==> config.mk <==
export PLATFORM = sky130hd
export DESIGN_NAME = clk_rst_sequencer
export DESIGN_NICKNAME = d
export VERILOG_FILES = /design/src/rtl/clk_rst_sequencer.sv
export SDC_FILE = /design/constraint.sdc
export NUM_CORES = 1
export LEC_CHECK = 0
export ABC_AREA = 1
export BUFFER_PORTS_ARGS = -buffer_cell sky130_fd_sc_hd__buf_4
export CORE_UTILIZATION = 39
export DETAILED_ROUTE_END_ITERATION = 8
export HOLD_SLACK_MARGIN = 0.02
export PLACE_DENSITY = 0.65
export SLEW_MARGIN = 20
export SYNTH_ARGS = -nofsm -noshare
export SYNTH_HDL_FRONTEND = slang
export SYNTH_SLANG_ARGS = --single-unit
==> constraint.sdc <==
create_clock -name clk_i -period 2.45 [get_ports clk_i]
set_clock_uncertainty 0.2 [all_clocks]
set_input_delay 0.245 -clock clk_i [delete_from_list [all_inputs] [get_ports clk_i]]
set_output_delay 0.245 -clock clk_i [all_outputs]
set_load 0.02 [all_outputs]
==> src/rtl/clk_rst_sequencer.sv <==
// Reset sequencer: synchronises MMCM/PLL lock, qualifies a stable window, then releases
// peripheral reset before core reset. Optional lock-loss counter: CLK_LOCK_LOSS_CNT_EN.
module clk_rst_sequencer #(
   parameter int SYNC_STAGES        = 2,
   parameter int LOCK_STABLE_CYCLES = 1024,
   parameter int RST_HOLD_CYCLES    = 16
) (
   input  logic       clk_i,
   input  logic       rst_ni,
   input  logic       mmcm_locked_i,
   input  logic       pll_locked_i,
   input  logic       sw_rst_req_i,
   output logic       periph_rst_no,
   output logic       core_rst_no,
   output logic       clock_ok_o,
   output logic [7:0] lock_loss_cnt_o
);

   localparam int CNT_MAX = (LOCK_STABLE_CYCLES > RST_HOLD_CYCLES) ? LOCK_STABLE_CYCLES
                                                                   : RST_HOLD_CYCLES;
   localparam int CW = (CNT_MAX < 2) ? 1 : $clog2(CNT_MAX);
   localparam logic [CW-1:0] STABLE_LAST = CW'(LOCK_STABLE_CYCLES - 1);
   localparam logic [CW-1:0] HOLD_LAST   = CW'(RST_HOLD_CYCLES - 1);

   typedef enum logic [2:0] {WAIT_LOCK, STABLE, PERIPH, RUN, SWRST} state_t;

   state_t                 state, state_nxt;
   logic [CW-1:0]          cnt;
   logic [SYNC_STAGES-1:0] mmcm_sync, pll_sync;
   logic                   locked_s;

   always_ff @(posedge clk_i or negedge rst_ni) begin
      if (!rst_ni) begin
         mmcm_sync <= '0;
         pll_sync  <= '0;
      end else begin
         mmcm_sync <= {mmcm_sync[SYNC_STAGES-2:0], mmcm_locked_i};
         pll_sync  <= {pll_sync[SYNC_STAGES-2:0], pll_locked_i};
      end
   end

   assign locked_s = mmcm_sync[SYNC_STAGES-1] & pll_sync[SYNC_STAGES-1];

   // Lock loss is checked first in every state so it wins over sw requests and terminal counts.
   always_comb begin
      state_nxt = state;
      case (state)
         WAIT_LOCK: if (locked_s) state_nxt = STABLE;
         STABLE: begin
            if (!locked_s)              state_nxt = WAIT_LOCK;
            else if (cnt == STABLE_LAST) state_nxt = PERIPH;
         end
         PERIPH, SWRST: begin
            if (!locked_s)            state_nxt = WAIT_LOCK;
            else if (cnt == HOLD_LAST) state_nxt = RUN;
         end
         RUN: begin
            if (!locked_s)         state_nxt = WAIT_LOCK;
            else if (sw_rst_req_i) state_nxt = SWRST;
         end
         default: state_nxt = WAIT_LOCK;
      endcase
   end

   always_ff @(posedge clk_i or negedge rst_ni) begin
      if (!rst_ni) begin
         state         <= WAIT_LOCK;
         cnt           <= '0;
         periph_rst_no <= 1'b0;
         core_rst_no   <= 1'b0;
         clock_ok_o    <= 1'b0;
      end else begin
         state <= state_nxt;
         if (state_nxt != state || state == WAIT_LOCK || state == RUN)
            cnt <= '0;
         else
            cnt <= cnt + 1'b1;
         periph_rst_no <= (state_nxt inside {PERIPH, RUN, SWRST});
         core_rst_no   <= (state_nxt == RUN);
         clock_ok_o    <= (state_nxt == RUN);
      end
   end

`ifdef CLK_LOCK_LOSS_CNT_EN
   // Only losses after release (RUN or SWRST) are counted.
   logic       lose;
   logic [7:0] loss_cnt;

   assign lose = !locked_s && (state == RUN || state == SWRST);

   always_ff @(posedge clk_i or negedge rst_ni) begin
      if (!rst_ni)
         loss_cnt <= 8'd0;
      else if (lose && loss_cnt != 8'hFF)
         loss_cnt <= loss_cnt + 8'd1;
   end

   assign lock_loss_cnt_o = loss_cnt;
`else
   assign lock_loss_cnt_o = 8'd0;
`endif

endmodule
# --- Word level (Yosys, flattened, before mapping) ---
# Cells that the tools add are included.
classes:
  shifts: 0
  bitwise: 1
  add_sub_neg: 1
  n_lt_le_gt_ge: 0
  eq_ne: 10
  mux: 9
  div: 0
  mul: 0
  reduce_logical: 5
op_table:
  columns: ["cell", "count"]
  rows:
  - ["$mux 3", 7]
  - ["$eq 3x2->1 const B", 4]
  - ["$pmux 3 s4", 1]
  - ["$add 10x1->10 const B", 1]
  - ["$eq 10x10->1 const B", 1]
  - ["$eq 10x4->1 const B", 1]
  - ["$mux 10", 1]
  - ["$eq 3x3->1 const B", 2]
  - ["$eq 3x1->1 const B", 1]
  - ["$logic_not 3->1", 1]
  - ["$ne 3x3->1", 1]
  - ["$reduce_bool 3->1", 1]
  - ["$logic_or 1x1->1", 2]
  - ["$reduce_or 2->1", 1]
  - ["$and 1x1->1", 1]
totals:
  wordCells: 32
  register_bits: 19
  n_memories: 0
  ramBits: 0
  rom_bits: 0
  latch_bits: 0

# --- Longest topological paths before layout ---
# Gate-level depths: netlist (run 1).
depth:
  ltp_word: 8
  depth_mapped: 12
  mapped_depth_nobuf: 12

# --- Worst setup path after synthesis (run 1) ---
# No wires, ideal clock.
synth_timing:
  kind: "register to register"
  start: "register cnt[0]"
  end: "register cnt[0]"
  setup_time_ns: 0.121
  slack_ns: 0.706
  arrival_ns: 1.423
  path_stages_with_launch: 13
  required_ns: 2.129
  cell_sequence: "dfrtp_1 -> ha_1 -> nand3_2 -> nor2_2 -> nand2_2 -> nor2_1 -> nand4_1 -> nand2_1 -> nand2_1 -> nand2_1 -> inv_1 -> nand2_2 -> nor2_1"
synth_between:
  elab_chain_cells: 8
  elab_cells_between_ends: 12
synth_rtl:
  columns: ["element", "line_no", "source"]
  rows:
  - ["start, declared", "28", "logic [CW-1:0] cnt;"]
  - ["start signal, assigned", "77", "cnt <= cnt + 1'b1;"]
  - ["$eq 10x4->1 or $eq 10x10->1 (tied branches)", "55, 51", null]
  - ["$mux 3, on equally long branches", "55, 51", null]
  - ["$mux 3, on equally long branches", "54, 50", null]
  - ["$pmux 3 s4 (*)", "47", "case (state)"]
  - ["named net state_nxt[1]", "27", "state_t state, state_nxt;"]
  - ["$ne 3x3->1 (*)", "74", "if (state_nxt != state || state == WAIT_LOCK || state == RUN)"]
  - ["$logic_or 1x1->1 (*) (2 in a row)", "74", null]
  - ["$mux 10 (*)", "74", null]
# Mark *: on every way through the listed nets, which the timed path passes. The rest lies on a longest branch.

# --- Worst setup path in the final report (run 1) ---
layout_timing:
  start: "register cnt[0]"
  end: "register cnt[1]"
# The elaborated chain is that of the path after synthesis.

==> results.md, run 1 <==
- Average wire per standard cell: 10.1 microns
- Pin count of the biggest net entering global routing: 20
- Worst Setup Start Kind: flop
- Critical Path RT: 2440 ps
- Most frequent cells after synthesis: nand2_1, nor2_1, dfrtp_1, inv_1
- I/O Buffers: 7
- Post-synth top area share: 0.484
- Final ANT Viol Nets: 0
- Most common cell on crit path: nand2_1
- Slowest stage delay, CP: 380 ps
- Met1 usage: 0.188
- Crit. End Element: flop
- Crit path from: cnt[0]$_DFF_PN0_
- Max Cap Violations: 0
- Final setup fails: 0
- Critical Path AT: 1960 ps
- Die Wd: 52.2 microns
- Synth area leaders: dfrtp_1, nand2_1, nor2_1, buf_4, xor2_1
- Worst Hold Slack: 109 ps
- GPL Wtd Cong: 0.840
- Vias per cell: 4.68
- Die area: 2720 sq um
- Top-count cell post-synth: nand2_1
- Final Max Tran Viols: 0
- Primary FF master, synth: dfrtp_1
- Starting DRC count in detailed routing: 9
- Sequential area share after synthesis: 0.484
- I/O pin cnt: 16
- Crit path kind: reg -> reg
- CTS buffer count: 3
- CTS Root Cell: clkbuf_4
- Worst path cell trace: ha_1 -> nand3_2 -> nor2_2 -> nand2_2 -> nor2_1 -> nand4_1 -> nand2_1 -> nand2_1 -> nand2_1 -> inv_1 -> nand2_2 -> nor2_1
- Diodes inserted: 0
- Finished Cell Area: 1080 sq um
- M3 GR Usage: 0.0174
- Aggregate global routing overflow: 0
- H-tree depth: 1
- Post-DP Area: 1030 sq um
- Synth Instances: 118
- Drt pass-1 iters: 4
- Asr flop ratio synth: 1.00
- Height of the die: 52.2 microns
- Rows: 17
- Clock Latency Late Sink: 300 ps
- Busiest grt layer: met2
- Final Hold Viols: 0
- Drt total wl: 1590 microns
- Post-CTS Hold Fix Bufs: 3
- Area leader, netlist: dfrtp_1
- TritonCTS clock tree: built
- Worst VDD drop: 346 uV
- Residual DRC count: 0
- Clock transition at path regs: 100 ps
- GRT Resource Usage Total: 0.151
- DP Wirelength: 1190 microns
- Antenna violations before repair: 0
- Post-synth EDFFs: 0
- Vias in the first global route: 706
- Clock buffer depth: 2
- Post-CTS setup repair buffer count: 0
- Hold_sp: sw_rst_req_i
- Hold Crit Depth: 5
- Seq cells post-synth: 19
- Post-cts repair resize count: 0
- Share of post-route cells with drive strength above 1: 0.131
- Worst r2r path cells: 12
- Worst reg2reg path startpoint: cnt[0]$_DFF_PN0_
- GR Util met2: 0.248
- Total power: 0.520 mW
- Placeable Area: 2300 sq um
- Synthesis Warnings: 0
- RSZ-0062 raised after global routing: false
- Yosys cell types: 19
- Area grow syn2layout: 10.4%
- Setup TNS: 0 ps
- Period utilization: 0.801
- Leak: 0.541 nW
- Fin nets: 137
- Max Clk Rate: 509 MHz
- Pre-CTS WS: 486 ps
- Crit-path slowest cell: dfrtp_1
- Status: finished clean
- DR vias: 739
- Max FO, Critical Path: 10
- HP Class: in -> reg
- Worst setup margin: 487 ps
- Sink Count: 19
- Synthesized area per cell: 8.32 sq um
- Starting Density: 0.428
- Final Critical Period: 1960 ps
- Global-route wire length before repair: 2920 microns
- Cell Area, Synth: 982 sq um
- Power Density: 479 nW/um^2
- Fillers: 240
-- cells by family after synthesis --
kind of cell / after synthesis / share of synthesized area
compound gates: 3 / 0.0229
xor+xnor: 8 / 0.0713
fa+ha+maj: 1 / 0.0127
buf+inv: 19 / 0.107
flops: 19 / 0.484
other cells: 1 / 0.00382
simple gates: 67 / 0.298
-- flip-flops by register name, indices dropped and copies added, names as in the netlist --
name	cells
state	3
pll_sync	2
cnt	10
clock_ok_o	1
periph_rst_no	1
mmcm_sync	2
-- path summary, 6_finish.rpt --
path / slack [ps] / endpoint
max: 490 / cnt[1]$_DFF_PN0_
min: 110 / state[2]$_DFF_PN0_
max reg2reg: 490 / cnt[1]$_DFF_PN0_
min reg2reg: 160 / pll_sync[1]$_DFF_PN0_
max in group asynchronous: 1720 / cnt[6]$_DFF_PN0_
min in group asynchronous: 130 / mmcm_sync[0]$_DFF_PN0_
-- power breakdown --
group	switching, mW	total [mW]	leakage, nW	internal, mW
Clock	0.0952	0.159	0.0150	0.0635
Combinational	0.0275	0.0395	0.271	0.0120
Sequential	0.00306	0.322	0.254	0.319
Total	0.126	0.520	0.541	0.394
-- critical path, delay by kind of cell, from the launching register on --
kind          cells  cell delay [ps]
fa+ha+maj         1              200
buf+inv           1               40
flops             1              380
simple gates     10             1040
-- placed cells by master (no fill, tap or decap), drive strengths merged --
cell type     n
ha            1
nand3        10
inv          10
nand2        29
buf           7
nor2         22
a21oi         2
nor3          3
conb          8
xor2          7
nand4         1
nand3b        2
dfrtp        19
dlygate4sd3   3
clkbuf        4
xnor2         1
o21ai         1
-- through the flow --
stage | std cells | util
6_report | 158 | 0.472
5_1_grt | 158 | 0.472
4_1_cts | 158 | 0.472
3_5_place_dp | 151 | 0.448
3_3_place_gp | 151 | 0.448
2_1_floorplan | 125 | -
-- layer usage --
layer,vias up,routed length (microns)
met3,5,50
met2,19,771
li1,371,-
met1,344,723
met4,0,44
met5,-,0
-- cell type report --
class	count	area, sq um	share of cell area
clock buffers	4	26.3	0.0242
inverters	10	37.5	0.0346
well taps	28	35.0	0.0323
repair buffers	10	82.6	0.0761
flip-flops and latches	19	475	0.438
multi-input cells	87	428	0.394
(Power assumes the default switching activity.)
==> run 2: changes to the inputs <==
==> constraint.sdc (replaced) <==
create_clock -name clk_i -period 1.9 [get_ports clk_i]
set_clock_uncertainty 0.2 [all_clocks]
set_input_delay 0.19 -clock clk_i [delete_from_list [all_inputs] [get_ports clk_i]]
set_output_delay 0.19 -clock clk_i [all_outputs]
set_load 0.02 [all_outputs]
==> run 2 against run 1 <==
Effect of this change: worst hold slack worse by 20 ps; flip-flop and latch count unchanged; critical endpoint is now cnt[3]$_DFF_PN0_; via count up 11%; power up 31%; first-iteration DRC count up 78%; die area unchanged; utilization up 8.8 points; critical path depth down 1.
==> results.md, run 2 (synthesized netlist as in run 1, its figures left out) <==
- Total power: 0.681 mW
- Worst Setup Start Kind: flop
- Starting DRC count in detailed routing: 16
- Max reg flops: 10
- Share of post-route cells with drive strength above 1: 0.322
- Comb power frac: 0.090
- Clock Latency Late Sink: 290 ps
- H-tree depth: 1
- Crit-path slowest cell: dfrtp_1
- I/O Buffers: 7
- Crit path from: cnt[0]$_DFF_PN0_
- Pin count of the biggest net entering global routing: 20
- Crit. End Element: flop
- Final setup fails: 0
- Max FO, Critical Path: 5
- Worst reg2reg path startpoint: cnt[0]$_DFF_PN0_
- Worst setup margin: 36.2 ps
- Power Density: 529 nW/um^2
- Max Cap Violations: 0
- Area grow syn2layout: 31.1%
- Final Hold Viols: 0
- I/O pin cnt: 16
- TritonCTS clock tree: built
- HP Class: in -> async
- CTS buffer count: 3
- Critical Path RT: 1940 ps
- Clock transition at path regs: 110 ps
- Final Max Tran Viols: 0
- P_int: 0.513 mW
- GPL Wtd Cong: 0.845
- Largest regs: cnt (10), state (3)
- Global-route wire length before repair: 3250 microns
- Slowest stage delay, CP: 410 ps
- Pre-CTS WS: -54.0 ps
- Aggregate global routing overflow: 0
- Final ANT Viol Nets: 0
- Period utilization: 0.981
- Most common cell after layout, fill and taps aside: nand2_1
- Leak: 0.638 nW
- Final Critical Period: 1860 ps
- Sw Ratio: 0.247
- RSZ-0062 raised after global routing: true
- Antenna violations before repair: 0
- Worst path cell trace: ha_4 -> nand3_4 -> nor2_4 -> nand2_4 -> o21ai_2 -> nand2_1 -> nand2_1 -> nand2_2 -> nor2_4 -> nand2_4 -> nor2_2
- Reg with most FFs: cnt
- Clock buffer depth: 2
- Most frequent cells in the layout: nand2_1, buf_4, dfrtp_1, nor2_1, inv_1
- GRT Resource Usage Total: 0.164
- Average wire per standard cell: 10.8 microns
- Residual DRC count: 0
- Seq pwr share: 0.611
- Die Wd: 52.2 microns
- Starting Density: 0.428
- Rows: 17
- Clock power frac: 0.299
- Diodes inserted: 0
- Status: finished clean
- Sink Count: 19
- DR vias: 823
- Drt pass-1 iters: 4
- DP Wirelength: 1200 microns
- Net Sw Power: 0.168 mW
- Worst VDD drop: 311 uV
- Vias per cell: 4.73
- Drt total wl: 1870 microns
- Vias in the first global route: 776
- Height of the die: 52.2 microns
- Die area: 2720 sq um
- Placeable Area: 2300 sq um
- CTS Root Cell: clkbuf_4
- Crit path kind: reg -> reg
- Max Clk Rate: 537 MHz
- Critical Path AT: 1900 ps
- Fin nets: 153
## run 2: changes by cell type in the layout (fill, tap and decap cells not counted), moves of 2 or more
| cell | change |
|---|---|
| nor2_1 | -7 |
| buf_4 | +15 |
| nand2_4 | +3 |
| nand3_1 | -2 |
| nand2_1 | -2 |
| nor2_4 | +3 |
| nor2_2 | +4 |
## run 2: worst max-delay path: cells and delay by family, from the launching register on
kind | cells | cell delay [ps]
adders and majority gates | 1 | 170
AOI/OAI and AO/OA | 1 | 150
and+or+nand+nor | 9 | 870
DFF | 1 | 410
## run 2: final cells by class
class / count / area [sq um]
Sequential cell: 19 / 477
Tap cell: 28 / 35.0
Clock buffer: 4 / 26.3
Inverter: 10 / 37.5
Timing Repair Buffer: 25 / 195
Fill cell: 206 / 1010
Multi-Input combinational cell: 88 / 517
## run 2: repair_timing
action | in CTS | in global routing
setup buffers | 5 | 3
hold endpoints to repair | 21 | 0
endpoints found under the setup margin | 10 | 12
resized for setup | 8 | 14
cloned | 1 | 0
pin swaps | 5 | 7
hold buffers | 3 | 0
## run 2: per-layer routing
layer  up-vias  global-route usage  wire length (microns)
met1       391               0.222                    891
met3         2              0.0174                     62
met5         -                   0                      0
met2        23               0.274                    894
met4         0              0.0526                     25
li1        407                   -                      -
## run 2: final timing paths
kind / slack, ps / cells after the start / end
worst max-delay path: 40 / 11 / cnt[3]$_DFF_PN0_
worst min-delay path: 90 / 2 / cnt[1]$_DFF_PN0_
worst max register to register: 40 / 11 / cnt[3]$_DFF_PN0_
worst min register to register: 160 / 0 / pll_sync[1]$_DFF_PN0_
max in group asynchronous: 1200 / 2 / state[2]$_DFF_PN0_
min in group clk_i: 110 / 5 / clock_ok_o$_DFF_PN0_
## run 2: per-stage QoR
stage	hold slack [ps]	cell area, sq um	utilization	std cells	TNS (ps)
final	89.0	1290	0.560	174	0
after global routing	108	1290	0.560	174	-916
after CTS	85.9	1230	0.537	173	0
after detailed placement	-128	1100	0.477	160	-460
after global placement	-128	1100	0.477	160	-8.11
after floorplan	-306	1010	-	125	0
## run 2: power by group through the flow
stage	clock network (mW)	registers (mW)	logic (mW)
3_5_place_dp	0	0.423	0.0487
3_3_place_gp	0	0.423	0.0482
4_1_cts	0.212	0.416	0.0579
2_1_floorplan	0	0.422	0.0422
5_1_grt	0.225	0.417	0.0692
6_report	0.204	0.416	0.0614
